## config.mk

```make
export PLATFORM = sky130hd
export DESIGN_NAME = lstm_sequencer
export DESIGN_NICKNAME = d
export VERILOG_FILES = /design/src/rtl/lstm_sequencer.sv
export SDC_FILE = /design/constraint.sdc
export NUM_CORES = 1
export LEC_CHECK = 0
export CELL_PAD_IN_SITES_DETAIL_PLACEMENT = 1
export CELL_PAD_IN_SITES_GLOBAL_PLACEMENT = 2
export CORE_AREA = 2 2 220 222
export DETAILED_ROUTE_END_ITERATION = 16
export DIE_AREA = 0 0 222 224
export PLACE_DENSITY = 0.79
export SETUP_SLACK_MARGIN = 0.4
export SYNTH_ARGS = -nofsm -noshare
export SYNTH_HDL_FRONTEND = slang
export SYNTH_SLANG_ARGS = --single-unit
```

## constraint.sdc

```tcl
create_clock -name clk -period 2.8 [get_ports clk]
set_clock_uncertainty 0.2 [all_clocks]
set_input_delay 0.42 -clock clk [delete_from_list [all_inputs] [get_ports clk]]
set_output_delay 0.42 -clock clk [all_outputs]
set_load 0.005 [all_outputs]
```

## src/rtl/lstm_sequencer.sv

```systemverilog
`default_nettype none
// ============================================================================
//  Module   : lstm_sequencer
//  Purpose  : Drives one lstm cell over a sample sequence: config loading,
//             sample issue, result buffering. Optional LSTM_SEQ_WATCHDOG_EN.
//  Revision : 1.0  initial release
// ============================================================================
module lstm_sequencer #(
    parameter int WIDTH     = 16,
    parameter int OUT_DEPTH = 4,
    parameter int TIMEOUT   = 15
) (
    input  logic                 clk,
    input  logic                 rst_n,
    input  logic                 cfg_wr,
    input  logic [3:0]           cfg_addr,
    input  logic [WIDTH-1:0]     cfg_data,
    output logic                 cfg_ack,
    input  logic [WIDTH-1:0]     h0,
    input  logic [WIDTH-1:0]     c0,
    input  logic [WIDTH-1:0]     s_x,
    input  logic                 s_valid,
    input  logic                 s_last,
    output logic                 s_ready,
    output logic [WIDTH-1:0]     m_y,
    output logic [WIDTH-1:0]     m_c,
    output logic                 m_last,
    output logic                 m_valid,
    input  logic                 m_ready,
    input  logic                 lstm_ready,
    input  logic                 lstm_valid,
    input  logic [WIDTH-1:0]     lstm_y,
    input  logic [WIDTH-1:0]     lstm_c,
    output logic [4*WIDTH-1:0]   weight_x,
    output logic [4*WIDTH-1:0]   weight_h,
    output logic [4*WIDTH-1:0]   bias_x,
    output logic [4*WIDTH-1:0]   bias_h,
    output logic [3:0]           weight_x_valid,
    output logic [3:0]           weight_h_valid,
    output logic [3:0]           bias_x_valid,
    output logic [3:0]           bias_h_valid,
    output logic [WIDTH-1:0]     x_in,
    output logic [WIDTH-1:0]     h_in,
    output logic [WIDTH-1:0]     C_in,
    output logic                 x_in_valid,
    output logic                 h_in_valid,
    output logic                 C_in_valid,
    output logic [15:0]          step_cnt,
    output logic                 err
);
    localparam int AW = (OUT_DEPTH > 1) ? $clog2(OUT_DEPTH) : 1;
    localparam int CW = AW + 1;

    typedef enum logic [1:0] {
        ST_IDLE = 2'd0,
        ST_RUN  = 2'd1,
        ST_WAIT = 2'd2,
        ST_ERR  = 2'd3
    } state_t;

    state_t               state_q, state_d;
    logic                 last_q, last_d;
    logic [15:0]          step_q, step_d;
    logic [WIDTH-1:0]     fifo_y_q [OUT_DEPTH];
    logic [WIDTH-1:0]     fifo_c_q [OUT_DEPTH];
    logic [OUT_DEPTH-1:0] fifo_l_q;
    logic [AW-1:0]        wr_ptr_q, wr_ptr_d, rd_ptr_q, rd_ptr_d;
    logic [CW-1:0]        cnt_q, cnt_d;
    logic [WIDTH-1:0]     m_y_q, m_y_d, m_c_q, m_c_d;
    logic                 m_last_q, m_last_d, m_valid_q, m_valid_d;

    logic                 in_idle, cfg_ok, issue, push, pop, wd_expire;
    logic [3:0]           lane;

    assign in_idle = (state_q == ST_IDLE);
    assign cfg_ok  = in_idle && cfg_wr && lstm_ready;
    assign s_ready = (in_idle || state_q == ST_RUN) && lstm_ready
                     && (cnt_q < CW'(OUT_DEPTH)) && !(in_idle && cfg_wr);
    assign issue   = s_ready && s_valid;
    assign push    = (state_q == ST_WAIT) && lstm_valid;
    assign pop     = m_valid_q && m_ready;

    // Config value is broadcast on every lane; only the addressed lane strobes.
    assign lane           = 4'b0001 << cfg_addr[1:0];
    assign cfg_ack        = cfg_ok;
    assign weight_x       = (cfg_ok && cfg_addr[3:2] == 2'd0) ? {4{cfg_data}} : '0;
    assign weight_h       = (cfg_ok && cfg_addr[3:2] == 2'd1) ? {4{cfg_data}} : '0;
    assign bias_x         = (cfg_ok && cfg_addr[3:2] == 2'd2) ? {4{cfg_data}} : '0;
    assign bias_h         = (cfg_ok && cfg_addr[3:2] == 2'd3) ? {4{cfg_data}} : '0;
    assign weight_x_valid = (cfg_ok && cfg_addr[3:2] == 2'd0) ? lane : 4'b0000;
    assign weight_h_valid = (cfg_ok && cfg_addr[3:2] == 2'd1) ? lane : 4'b0000;
    assign bias_x_valid   = (cfg_ok && cfg_addr[3:2] == 2'd2) ? lane : 4'b0000;
    assign bias_h_valid   = (cfg_ok && cfg_addr[3:2] == 2'd3) ? lane : 4'b0000;

    assign x_in       = issue ? s_x : '0;
    assign x_in_valid = issue;
    assign h_in       = (issue && in_idle) ? h0 : '0;
    assign C_in       = (issue && in_idle) ? c0 : '0;
    assign h_in_valid = issue && in_idle;
    assign C_in_valid = issue && in_idle;

    assign m_y      = m_y_q;
    assign m_c      = m_c_q;
    assign m_last   = m_last_q;
    assign m_valid  = m_valid_q;
    assign step_cnt = step_q;

`ifdef LSTM_SEQ_WATCHDOG_EN
    logic [4:0] wd_q;
    logic       err_q;

    assign wd_expire = (state_q == ST_WAIT) && !lstm_valid && (wd_q == 5'(TIMEOUT - 1));
    assign err       = err_q;

    always_ff @(posedge clk or negedge rst_n) begin
        if (!rst_n) begin
            wd_q  <= '0;
            err_q <= 1'b0;
        end else begin
            if (issue) begin
                wd_q <= '0;
            end else if (state_q == ST_WAIT && wd_q != 5'h1F) begin
                wd_q <= wd_q + 5'd1;
            end
            if (wd_expire) begin
                err_q <= 1'b1;
            end
        end
    end
`else
    assign wd_expire = 1'b0;
    assign err       = 1'b0;
`endif

    always_comb begin
        state_d = state_q;
        last_d  = last_q;
        step_d  = step_q;
        case (state_q)
            ST_IDLE, ST_RUN: begin
                if (issue) begin
                    state_d = ST_WAIT;
                    last_d  = s_last;
                    if (step_q != 16'hFFFF) begin
                        step_d = step_q + 16'd1;
                    end
                end
            end
            ST_WAIT: begin
                if (lstm_valid) begin
                    if (last_q) begin
                        state_d = ST_IDLE;
                        step_d  = '0;
                    end else begin
                        state_d = ST_RUN;
                    end
                end else if (wd_expire) begin
                    state_d = ST_ERR;
                end
            end
            default: state_d = ST_ERR;
        endcase
    end

    // Head view looks through to the incoming result when it becomes the head.
    always_comb begin
        wr_ptr_d  = wr_ptr_q + AW'(push);
        rd_ptr_d  = rd_ptr_q + AW'(pop);
        cnt_d     = cnt_q + CW'(push) - CW'(pop);
        m_valid_d = (cnt_d != '0);
        m_y_d     = fifo_y_q[rd_ptr_d];
        m_c_d     = fifo_c_q[rd_ptr_d];
        m_last_d  = fifo_l_q[rd_ptr_d];
        if (push && wr_ptr_q == rd_ptr_d) begin
            m_y_d    = lstm_y;
            m_c_d    = lstm_c;
            m_last_d = last_q;
        end
    end

    always_ff @(posedge clk or negedge rst_n) begin
        if (!rst_n) begin
            state_q   <= ST_IDLE;
            last_q    <= 1'b0;
            step_q    <= '0;
            wr_ptr_q  <= '0;
            rd_ptr_q  <= '0;
            cnt_q     <= '0;
            fifo_l_q  <= '0;
            m_y_q     <= '0;
            m_c_q     <= '0;
            m_last_q  <= 1'b0;
            m_valid_q <= 1'b0;
            for (int i = 0; i < OUT_DEPTH; i++) begin
                fifo_y_q[i] <= '0;
                fifo_c_q[i] <= '0;
            end
        end else begin
            state_q   <= state_d;
            last_q    <= last_d;
            step_q    <= step_d;
            wr_ptr_q  <= wr_ptr_d;
            rd_ptr_q  <= rd_ptr_d;
            cnt_q     <= cnt_d;
            m_y_q     <= m_y_d;
            m_c_q     <= m_c_d;
            m_last_q  <= m_last_d;
            m_valid_q <= m_valid_d;
            if (push) begin
                fifo_y_q[wr_ptr_q] <= lstm_y;
                fifo_c_q[wr_ptr_q] <= lstm_c;
                fifo_l_q[wr_ptr_q] <= last_q;
            end
        end
    end
endmodule
`default_nettype wire

```

==> impl_metrics.toml <==
[global_route]
grt-ovfl-total = 0
grt_pass1_vias = 9451
antenna_found_initial = 5
grtUsageTotal_pct = 17.17
grt_pass1_wl_microns = 63850
grt_max_degree = 86

[finish]
filler_cell_count = 4923
final_cell_mix = "buf_6, dfrtp_1, mux2_2"
final_area_sq_um = 19100
finalNetCount = 1516
multi_input_area_sq_um = 4994
final_common_cell = "buf_6"
finalCoreUtilization_pct = 40.33
register_area_sq_um = 4805
layout-drive-gt1-share_pct = 68.13
syn_to_final_growth_pct = 77.26

[floorplanning]
core-area_sq_um = 47350
die_x_microns = 222
dieHeight_microns = 224
rows = 80
start_util_pct = 22.75
dieArea_sq_um = 49730
io_pins = 484

[clocking]
clock-root-buffer = "clkbuf_16"
path_clk_slew_ns = 0.07
clkSinkCount = 192
tritoncts.num_buffers = 17
htree_levels = 4
clk_latency_ns = 0.46
cts_buffer_depth = 2
cts_tree = "done"

[pwr]
power_density_nw_per_um2 = 695.7
peakVddDrop_v = 0.0005366
finalPower_mw = 13.29
power.leakage_nw = 8.730

[setup_path]
crit_buf_inv = 7
crit_path_end_kind = "output pin"
crit_required_ns = 2.18
crit_top_cell = "buf_6"
cp_slowest_cell = "clkdlybuf4s50_1"
crit_family = "buffers and inverters"
crit_chain = "clkdlybuf4s50_1 > buf_4 > nor4bb_4 > nand2_2 > nor2_4 > buf_12 > buf_6 > buf_6 > buf_6 > and2_4 > buf_6"
critPathMaxFanout = 3
cp-startpoint = "lstm_ready"
slowest_delay_ns = 0.50
r2r.worst_path.cells = 11
crit_type = "in -> out"
endpoint = "h_in[4]"
cp-start-kind = "input port"
rr_startpoint = "state_q[1]"
path_depth = 11
r2r_end = "m_valid"
cp_data_arrival_time_ns = 2.26
rrSetupSlack_ns = 0.12

[timing]
max_freq_mhz = 347.6
max_slew_margin_pct = 50.62
rsz0062_at_grt = "yes"
period_minus_slack_ns = 2.877
worst_pin_slew_ns = 0.7407
timing_hold_violations_final = 0
setup_viol = 24
drv_slew = 0
post-route-period-util_pct = 102.7
finalWorstSetupSlack_ns = -0.07691
fin_hold_ws_ns = 0.3046

[route]
via_count = 8933
avgViaCountPerCell = 4.396
first_pass_iters = 5
wl_per_cell_microns = 22.63
postRouteWirelength_microns = 45980
drcViolationCount = 0
drt_iter0_drc = 329
ant_nets = 0

[placement]
place.gp.congestion = 0.7891
numPortBuffers = 482
hpwlAfterDp_microns = 31160
placed_area_sq_um = 15490

[synthesis]
yosysUniqueCellTypes = 48
synth_flop_cell = "dfrtp_1"
ys_ff_latch = 192
yosys_warnings = 0
netlist_area_sq_um = 10770
ys_seq_area_share_pct = 44.60
synthArstFlopShare_pct = 100.0
syn_avg_cell_area_sq_um = 11.96
synth_edf_count = 0
syn_inst = 901
synth_nets = 1015

[outcome]
violations = "negative setup slack"
outcome = "complete, but fails checks"

[hold_path]
min-delay-start = "fifo_c_q[17]"
worst_hold_path_type = "reg -> reg"

[flow_run]
drv_cap = 0
==> final cells by class <==
| class | instances | share of cell area (%) |
|---|---|---|
| repair buffers | 719 | 41.28 |
| well taps | 615 | 4.030 |
| clock inverters | 13 | 0.8256 |
| inverters | 8 | 0.2097 |
| flip-flops and latches | 192 | 25.16 |
| diodes | 2 | 0.02621 |
| clock buffers | 19 | 2.319 |
| multi-input cells | 464 | 26.15 |
==> worst min-delay path by stage <==
stage	to	slack, ns	depth (start not counted)
3_5_place_dp	fifo_y_q[16]	0.29	1
3_3_place_gp	fifo_c_q[19]	0.28	1
4_1_cts	fifo_y_q[16]	0.31	1
6_report	fifo_c_q[17]	0.30	1
5_1_grt	fifo_c_q[16]	0.31	1
2_1_floorplan	cnt_q[0]	-0.08	0
==> report_power, final <==
group          total, mW  switching, mW  internal, mW
registers           4.75          0.693          4.06
clock network       2.49           1.14          1.36
logic               6.04           2.17          3.87
==> Yosys cell counts, types with 2 or more instances <==
library cell | count | area [sq um]
nand2_1 | 24 | 90.09
nand4_1 | 3 | 18.77
or2_2 | 9 | 56.30
buf_4 | 196 | 1471
mux4_2 | 33 | 743.2
o21ai_0 | 7 | 35.03
nand4bb_1 | 2 | 22.52
nor2_1 | 20 | 75.07
buf_2 | 18 | 90.09
buf_1 | 2 | 7.510
nand2b_1 | 4 | 25.02
dfrtp_1 | 192 | 4805
and3_1 | 34 | 212.7
a21oi_1 | 6 | 30.03
mux2_2 | 166 | 1869
mux2i_1 | 9 | 90.09
or3_1 | 2 | 12.51
xnor2_1 | 3 | 26.28
nor3_1 | 7 | 35.03
ha_1 | 5 | 62.56
clkbuf_1 | 20 | 75.07
inv_1 | 8 | 30.03
and2_1 | 82 | 513.0
xor2_1 | 3 | 26.28
nor2b_1 | 3 | 18.77
or4_1 | 5 | 37.54
nor4_1 | 7 | 43.79
o31ai_1 | 6 | 45.04
nand3_1 | 6 | 30.03
==> sequential cells by signal, summed over array words and instances, names as in the netlist <==
register and count:
last_q 1, m_last 1, m_y 16, cnt_q 3
rd_ptr_q 2, m_c 16, wr_ptr_q 2, step_cnt 16
m_valid 1, fifo_l_q 4, fifo_y_q 64, state_q 2
fifo_c_q 64
==> routing by layer <==
layer | vias to the layer above | global-route usage (%) | wire length, microns
met2 | 315 | 33.18 | 25730
li1 | 3946 | - | -
met1 | 4594 | 18.55 | 16390
met5 | - | 0 | 52
met3 | 70 | 3.607 | 2644
met4 | 8 | 5.493 | 1154
==> logic make-up (layout without fill, tap and decap cells) <==
group                      after synthesis  in the layout  synth area share [%]
AOI/OAI and AO/OA                       24             24                 1.394
muxes                                  208            208                 25.09
and+or+nand+nor                        219            219                 11.97
xor gates and xnor gates                 6              6                0.4879
DFF                                    192            192                 44.60
buffers and inverters                  245            759                 15.66
adders and majority gates                6              6                0.7666
other                                    1              3               0.03481
==> through the flow <==
stage	setup slack [ns]	std cells	setup TNS, ns
6_report	-0.07691	2032	-1.126
5_1_grt	-0.1711	2031	-7.785
4_1_cts	-0.1358	1980	-2.053
3_5_place_dp	-0.5317	1828	-95.74
3_3_place_gp	-0.5387	1828	-91.98
2_1_floorplan	0.4202	901	0
==> repair_timing <==
item,4_1_cts,5_1_grt
pin swaps,46,29
gates cloned,7,2
setup buffers,112,48
hold buffers,1,0
endpoints found under the hold margin,80,0
resized for setup,1587,336
endpoints found under the setup margin,328,344
==> worst reg2reg max path, stage by stage (launching register included) <==
cell	delay [ns]
dfrtp_1	0.40
buf_6	0.13
buf_4	0.13
buf_6	0.11
buf_8	0.11
and3b_2	0.20
inv_2	0.09
ha_4	0.21
inv_4	0.06
ha_4	0.13
fa_2	0.44
or3_1	0.36
No activity file was read; power rests on OpenSTA's default activity.
